### config.mk
export PLATFORM = sky130hd
export DESIGN_NAME = debounce_multi
export DESIGN_NICKNAME = d
export VERILOG_FILES = /design/src/rtl/debounce_multi.sv
export SDC_FILE = /design/constraint.sdc
export NUM_CORES = 1
export LEC_CHECK = 0
export CORE_ASPECT_RATIO = 1.25
export CORE_UTILIZATION = 38
export CTS_CLUSTER_SIZE = 10
export DETAILED_ROUTE_END_ITERATION = 8
export PLACE_DENSITY_LB_ADDON = 0.15
export SYNTH_ARGS = -nofsm -noshare
export SYNTH_HDL_FRONTEND = slang
export SYNTH_SLANG_ARGS = --single-unit
### constraint.sdc
create_clock -name clk -period 3.9 [get_ports clk]
set_input_delay 0.78 -clock clk [delete_from_list [all_inputs] [get_ports clk]]
set_output_delay 0.78 -clock clk [all_outputs]
set_load 0.01 [all_outputs]
### src/rtl/debounce_multi.sv
// N-channel button/switch debouncer: optional inversion, synchroniser, stability
// counter, then edge pulses, long-press level and an optional auto-repeat pulse train.
module debounce_multi #(
  parameter int CHANNELS      = 4,
  parameter int STABLE_CYCLES = 50,
  parameter int HOLD_CYCLES   = 1000,
  parameter int REPEAT_CYCLES = 200,
  parameter int SYNC_STAGES   = 2,
  parameter bit ACTIVE_LOW    = 1'b0
) (
  input  logic                clk,
  input  logic                rst,
  input  logic [CHANNELS-1:0] noisy,
  input  logic [CHANNELS-1:0] repeat_en,
  output logic [CHANNELS-1:0] clean,
  output logic [CHANNELS-1:0] rise,
  output logic [CHANNELS-1:0] fall,
  output logic [CHANNELS-1:0] held,
  output logic [CHANNELS-1:0] rpt
);

  localparam int SW = $clog2(STABLE_CYCLES + 1);
  localparam int HW = $clog2(HOLD_CYCLES + 1);
  localparam int RW = $clog2(REPEAT_CYCLES + 1);

  localparam logic [SW-1:0] STABLE_LAST = SW'(STABLE_CYCLES - 1);
  localparam logic [HW-1:0] HOLD_MAX    = HW'(HOLD_CYCLES);
  localparam logic [HW-1:0] HOLD_LAST   = HW'(HOLD_CYCLES - 1);
  localparam logic [RW-1:0] REP_LAST    = RW'(REPEAT_CYCLES - 1);

  for (genvar ch = 0; ch < CHANNELS; ch++) begin : g_chan
    logic [SYNC_STAGES-1:0] sync_q;
    logic                   s;
    logic                   cand;
    logic [SW-1:0]          stable_cnt;
    logic [HW-1:0]          hold_cnt;
    logic [RW-1:0]          rep_cnt;
    logic                   clean_q, rise_q, fall_q, held_q, rpt_q;
    logic                   clean_next, held_next;

    assign s = sync_q[SYNC_STAGES-1];

    // Next-state of clean and held are needed so edge pulses and hold clearing
    // line up with the very edge where clean itself changes.
    always_comb begin
      clean_next = clean_q;
      if ((s == cand) && (stable_cnt == STABLE_LAST))
        clean_next = cand;
      held_next = clean_q & clean_next & (hold_cnt >= HOLD_LAST);
    end

    always_ff @(posedge clk) begin
      if (rst) begin
        sync_q     <= '0;
        cand       <= 1'b0;
        stable_cnt <= '0;
        hold_cnt   <= '0;
        rep_cnt    <= '0;
        clean_q    <= 1'b0;
        rise_q     <= 1'b0;
        fall_q     <= 1'b0;
        held_q     <= 1'b0;
        rpt_q      <= 1'b0;
      end else begin
        sync_q <= {sync_q[SYNC_STAGES-2:0], noisy[ch] ^ ACTIVE_LOW};

        if (s != cand) begin
          cand       <= s;
          stable_cnt <= '0;
        end else if (stable_cnt != STABLE_LAST) begin
          stable_cnt <= stable_cnt + 1'b1;
        end

        clean_q <= clean_next;
        rise_q  <= clean_next & ~clean_q;
        fall_q  <= ~clean_next & clean_q;

        // Hold count only runs across consecutive cycles of clean=1, so both the
        // rising and the falling edge of clean restart it from zero.
        if (clean_q && clean_next) begin
          if (hold_cnt != HOLD_MAX)
            hold_cnt <= hold_cnt + 1'b1;
        end else begin
          hold_cnt <= '0;
        end
        held_q <= held_next;

        if (!held_next || !repeat_en[ch]) begin
          rpt_q   <= 1'b0;
          rep_cnt <= '0;
        end else if (!held_q) begin
          rpt_q   <= 1'b1;
          rep_cnt <= '0;
        end else if (rep_cnt == REP_LAST) begin
          rpt_q   <= 1'b1;
          rep_cnt <= '0;
        end else begin
          rpt_q   <= 1'b0;
          rep_cnt <= rep_cnt + 1'b1;
        end
      end
    end

    assign clean[ch] = clean_q;
    assign rise[ch]  = rise_q;
    assign fall[ch]  = fall_q;
    assign held[ch]  = held_q;
    assign rpt[ch]   = rpt_q;
  end

endmodule

==> results of run 1 <==
==> kinds of logic after synthesis <==
kind of cell | Yosys count | share of synthesized area (%)
compound gates | 37 | 4.91
xor+xnor | 78 | 12.3
simple gates | 278 | 26.2
fa+ha+maj | 20 | 4.50
buf+inv | 54 | 5.29
mux | 4 | 0.721
flops | 128 | 46.1
==> final timing paths <==
| path | startpoint | end |
|---|---|---|
| worst min register to register | g_chan[3].sync_q[0] | g_chan[3].sync_q[1] |
| worst max register to register | g_chan[0].stable_cnt[1] | g_chan[0].rep_cnt[4] |
| worst max-delay path | rst | g_chan[3].rep_cnt[4] |
| worst min-delay path | g_chan[3].sync_q[0] | g_chan[3].sync_q[1] |
==> Yosys cell counts, types with 2 or more instances <==
cell type  count  area [um^2]
and4_1         2         17.5
clkbuf_1       7         26.3
o21ai_0        7         35.0
a211oi_1       7         52.6
nor2_2         8         50.1
inv_1         23         86.3
xor2_1        36          315
mux2i_1        4         40.0
o21a_1         5         37.5
a21oi_1        5         25.0
a21o_1         2         15.0
nor3_1        19         95.1
or3b_1         2         17.5
nor3b_1        2         15.0
nor4bb_1       4         40.0
nand4_1       10         62.6
or3_1          6         37.5
a31oi_1        2         12.5
and3_1        14         87.6
ha_1          20          250
nand4bb_1      2         22.5
nor4_2         2         25.0
dfxtp_1      128         2560
nand2_1       27          101
xnor2_1       42          368
nand2b_1       6         37.5
nor4_1         9         56.3
nand3_1       47          235
or2_2          2         12.5
buf_4         22          165
nor2b_1       17          106
nor2_1        89          334
and4b_1        3         30.0
==> sequential cells by signal, summed over array words and instances, names as in the netlist <==
name	flops
g_chan.clean_q	4
g_chan.sync_q	8
g_chan.hold_cnt	40
g_chan.stable_cnt	24
g_chan.rise_q	4
g_chan.rpt_q	4
g_chan.cand	4
g_chan.rep_cnt	32
g_chan.fall_q	4
g_chan.held_q	4
==> per-stage QoR <==
step / std cells / hold slack (ps) / worst slack (ps) / power (uW)
finish: 806 / 436 / 1510 / 3040
global route: 806 / 454 / 1290 / 3150
detailed placement: 776 / 425 / 1040 / 1420
global placement: 776 / 416 / 1120 / 1420
CTS: 806 / 443 / 1510 / 3080
floorplan: 599 / 413 / 1980 / 1400
==> area by class of cell <==
type                    count  area, um^2
clock buffers              24         482
clock inverters             6         130
fillers                  1402        7870
inverters                  23        86.3
multi-input cells         417        2700
flip-flops and latches    128        2560
well taps                 178         223
repair buffers             30         298
==> metal layers <==
metal | GRT usage, % | vias up
met5 | 0 | -
met4 | 6.36 | 0
met3 | 4.82 | 9
met2 | 22.2 | 44
met1 | 15.5 | 1809
li1 | - | 2043
==> power by group <==
group	internal, uW	switching [uW]	leakage, uW
sequential	1320	16.1	0.00103
combinational	28.7	25.0	0.000904
clock	1110	534	0.000300
total	2460	575	0.00224
==> flow_summary.ini, run 1 <==
[status]
outcome = finished clean

[detailed_routing]
drt-vias-per-instance = 4.84
wl_per_cell_um = 11.6
first_iter_violations = 106
dr_wl_met2_mm = 4.43
ant_nets = 0
m1WireLength_mm = 4.42
wirelength_mm = 9.31
top_layer = met4
vias = 3905
drc = 0
drt_first_pass_iters = 6
dr_wl_met3_um = 316

[worst_setup_path]
slowest_stage = clkdlybuf4s50_1
critical_path_depth = 6
path_cells = clkdlybuf4s50_1, buf_4, nor2b_1, and3_1, o211ai_1, nor4_1
crit_type = in -> reg
reg2reg_depth = 6
crit_buf_inv = 2
cp_top_family = buffers and inverters
worstPathArrival_ps = 2700
start_kind = input pin
crit_required_ps = 4210
setup.worst_path.end_class = register
rrSetupSlack_ps = 1910
worst-path-max-fanout = 18
max_stage_delay_ps = 570

[synth]
netlist-cell-type-count = 51
syn_area_mm2 = 0.00556
ys_warn_count = 0
syn_nets = 629
postSynthCellCount = 599
synthArstFlopShare_pct = 0
synth_enable_flop_cells = 0
avgSynthCellArea_um2 = 9.28
ys_seq_elements = 128
ys_seq_area_share_pct = 46.1
synth-main-ff-cell = dfxtp_1

[final_layout]
nNetsFinal = 647
final_area_mm2 = 0.00648
drive_gt1_share_pct = 7.32
area.growth.synth_to_final_pct = 16.6
most-common-layout-cells = dfxtp_1, nor2_1, nand3_1
layout_commonest_cell = dfxtp_1
diodes = 0
finish.utilization_pct = 45.2

[clocking]
htree_levels = 4
post_cts_buffers = 0
cts_buffer_depth = 2
clkSinkCount = 128
clk_pin_slew_worst_paths_ps = 50
clockRootBuffer = clkbuf_16
clock_latency_ps = 400
cts-resized-gates = 0
tritoncts = built
cts_made_buffers = 17
hold_buffers = 0

[grt]
overflow = 0
grtUsageTotal_pct = 13.5
antenna_found_initial = 0
grt_pass1_vias = 3674
grt_pass1_wl_mm = 15.8
grt_max_degree = 19

[place]
gp_congestion = 0.778
dp_hpwl_mm = 6.57
portBuffers = 29
placed_cell_area_mm2 = 0.00587

[timing]
rsz0062_at_grt = false
setup_violations = 0
period_needed_ps = 2390
worst_clock_skew_ps = 3.48
clock.fmax_mhz = 419
timing_hold_violations_final = 0
finalCritPeriodShare_pct = 61.3
finalSetupTns_ps = 0
slew_headroom_pct = 43.7
worst_pin_slew_ps = 836
drv_slew = 0

[power_and_ir_drop]
cellPowerDensity_mw_per_mm2 = 469
power.leakage_uw = 0.00224
peakVddDrop_v = 0.000325

[min_path]
hold_path.class = reg -> reg
hold_depth = 1

[floorplan]
core_area_mm2 = 0.0143
num_rows = 49
start_util_pct = 38.7
fp.dieH_um = 137
io_pins = 30
dieArea_mm2 = 0.0151
die_w_um = 110

[flow_run]
maxCapViolCount = 0
Note: power is estimated with default switching activity, not from simulation.
==> inputs of run 2 (changes only) <==
- clock period: 3.9 -> 2.2 ns (I/O delays scaled with it)
==> run 2 against run 1 <==
Net effect: die area did not move; power rose by 76%; critical path type is now reg -> out; global-route usage rose by 0.80 points; non-clock buffer count rose by 9; critical endpoint is now clean[2]; register-to-register slack got worse by 1500 ps.
==> flow_summary.ini, run 2 (synthesis gave the netlist of run 1 again) <==
[floorplan]
num_rows = 49
dieArea_mm2 = 0.0151
fp.dieH_um = 137
die_w_um = 110
io_pins = 30
core_area_mm2 = 0.0143
start_util_pct = 38.7

[final_layout]
nNetsFinal = 656
ff_latch_area_mm2 = 0.00256
final_area_mm2 = 0.00655
drive_gt1_share_pct = 9.55
multiInputGateArea_mm2 = 0.00270
layout_commonest_cell = dfxtp_1
diodes = 0
reg_top3 = g_chan.hold_cnt: 40 flops, g_chan.rep_cnt: 32 flops, g_chan.stable_cnt: 24 flops
most-common-layout-cells = dfxtp_1, nor2_1, nand3_1
top_register = g_chan.hold_cnt
largest_reg_flops = 40
final_cell_count_no_fill = 817
area.growth.synth_to_final_pct = 17.9
fillCellCount = 1379

[detailed_routing]
first_iter_violations = 95
drc = 0
ant_nets = 0
wirelength_mm = 9.64
drt-vias-per-instance = 4.85
wl_per_cell_um = 11.8
vias = 3965
drt_first_pass_iters = 7

[place]
portBuffers = 29
gp_congestion = 0.746
placed_cell_area_mm2 = 0.00594
dp_hpwl_mm = 6.74
placed_cells = 785
place_ws_ps = 20.1

[worst_setup_path]
timing.rr.end = g_chan[0].rep_cnt[7]
max_stage_delay_ps = 590
reg2reg_depth = 6
rrSetupSlack_ps = 410
cp_top_family = buffers and inverters
crit_type = reg -> out
rr_startpoint = g_chan[0].stable_cnt[1]
slowest_stage = clkdlybuf4s50_1
crit_required_ps = 1760
worstPathArrival_ps = 1480
crit_buf_inv = 1
path_cells = clkdlybuf4s50_1
start_kind = register
worst-path-max-fanout = 6
setup.worst_path.end_class = output pin

[grt]
antenna_found_initial = 0
grt_max_degree = 17
overflow = 0
grt_pass1_wl_mm = 16.6
grt_pass1_vias = 3815
grtUsageTotal_pct = 14.3

[clocking]
hold_buffers = 0
tritoncts = built
htree_levels = 4
clk_pin_slew_worst_paths_ps = 50
post_cts_buffers = 0
cts_made_buffers = 17
clock_latency_ps = 430
cts-resized-gates = 0
cts_buffer_depth = 2
clockRootBuffer = clkbuf_16
clkSinkCount = 128

[timing]
worst_pin_slew_ps = 738
finalCritPeriodShare_pct = 87.2
rsz0062_at_grt = false
worst_clock_skew_ps = 8.61
clock.fmax_mhz = 521
period_needed_ps = 1920
slew_headroom_pct = 50.5
timing_hold_violations_final = 0
finalSetupTns_ps = 0
drv_slew = 0
whs_ps = 434
setup_violations = 0
setup_slack_ps = 282

[min_path]
hold_path.class = reg -> reg
hold_depth = 1
whs_endpoint = g_chan[2].sync_q[1]
min_from = g_chan[2].sync_q[0]

[status]
outcome = finished clean

[power_and_ir_drop]
power.leakage_uw = 0.00227
peakVddDrop_v = 0.000495
cellPowerDensity_mw_per_mm2 = 817

[flow_run]
maxCapViolCount = 0
==> run 2: cell types whose count changed in the layout (fill, tap and decap cells not counted), sizes merged <==
| cell | previous run | this run |
|---|---|---|
| clkinv | 2 | 5 |
| clkinvlp | 0 | 4 |
| clkbuf | 24 | 19 |
| buf | 1 | 10 |
| bufinv | 4 | 3 |
| inv | 23 | 24 |
==> run 2: cell type report <==
| cell class | instances | area share (%) |
|---|---|---|
| Clock inverter | 13 | 2.46 |
| Clock buffer | 19 | 6.91 |
| Timing Repair Buffer | 39 | 5.58 |
| Sequential cell | 128 | 39.1 |
| Multi-Input combinational cell | 417 | 41.2 |
| Tap cell | 178 | 3.40 |
| Inverter | 23 | 1.32 |
==> run 2: worst max-delay path by stage <==
stage	start	endpoint	slack, ps	cells past startpoint
final	g_chan[2].clean_q	clean[2]	280	1
after global routing	g_chan[2].clean_q	clean[2]	200	1
after CTS	g_chan[2].clean_q	clean[2]	230	1
after detailed placement	rst	g_chan[2].rep_cnt[5]	20	6
after global placement	rst	g_chan[2].rep_cnt[4]	60	6
after floorplan	g_chan[0].stable_cnt[1]	g_chan[0].rep_cnt[2]	460	7
==> run 2: power breakdown <==
group	internal, uW	switching, uW
clock	1840	1040
combinational	54.2	45.1
sequential	2350	29.1
==> run 2: routing by layer <==
| layer | up-vias | routed length [um] | track usage (%) |
|---|---|---|---|
| li1 | 2065 | - | - |
| met1 | 1838 | 4480 | 16.1 |
| met2 | 45 | 4610 | 23.4 |
| met3 | 17 | 342 | 5.63 |
| met4 | 0 | 203 | 6.80 |
| met5 | - | 0 | 0 |
==> run 2: stage by stage <==
step | power, uW | util [%]
3_3_place_gp | 2520 | 41.4
6_report | 5350 | 45.7
4_1_cts | 5440 | 45.7
3_5_place_dp | 2530 | 41.4
2_1_floorplan | 2480 | -
5_1_grt | 5570 | 45.7
==> inputs of run 3 (changes only) <==
- CTS_CLUSTER_SIZE: 10 -> 28
- GPL_TIMING_DRIVEN: not set -> 1
==> results of run 3 <==
No change in the layout: final DEF, timing and power equal those of run 2.
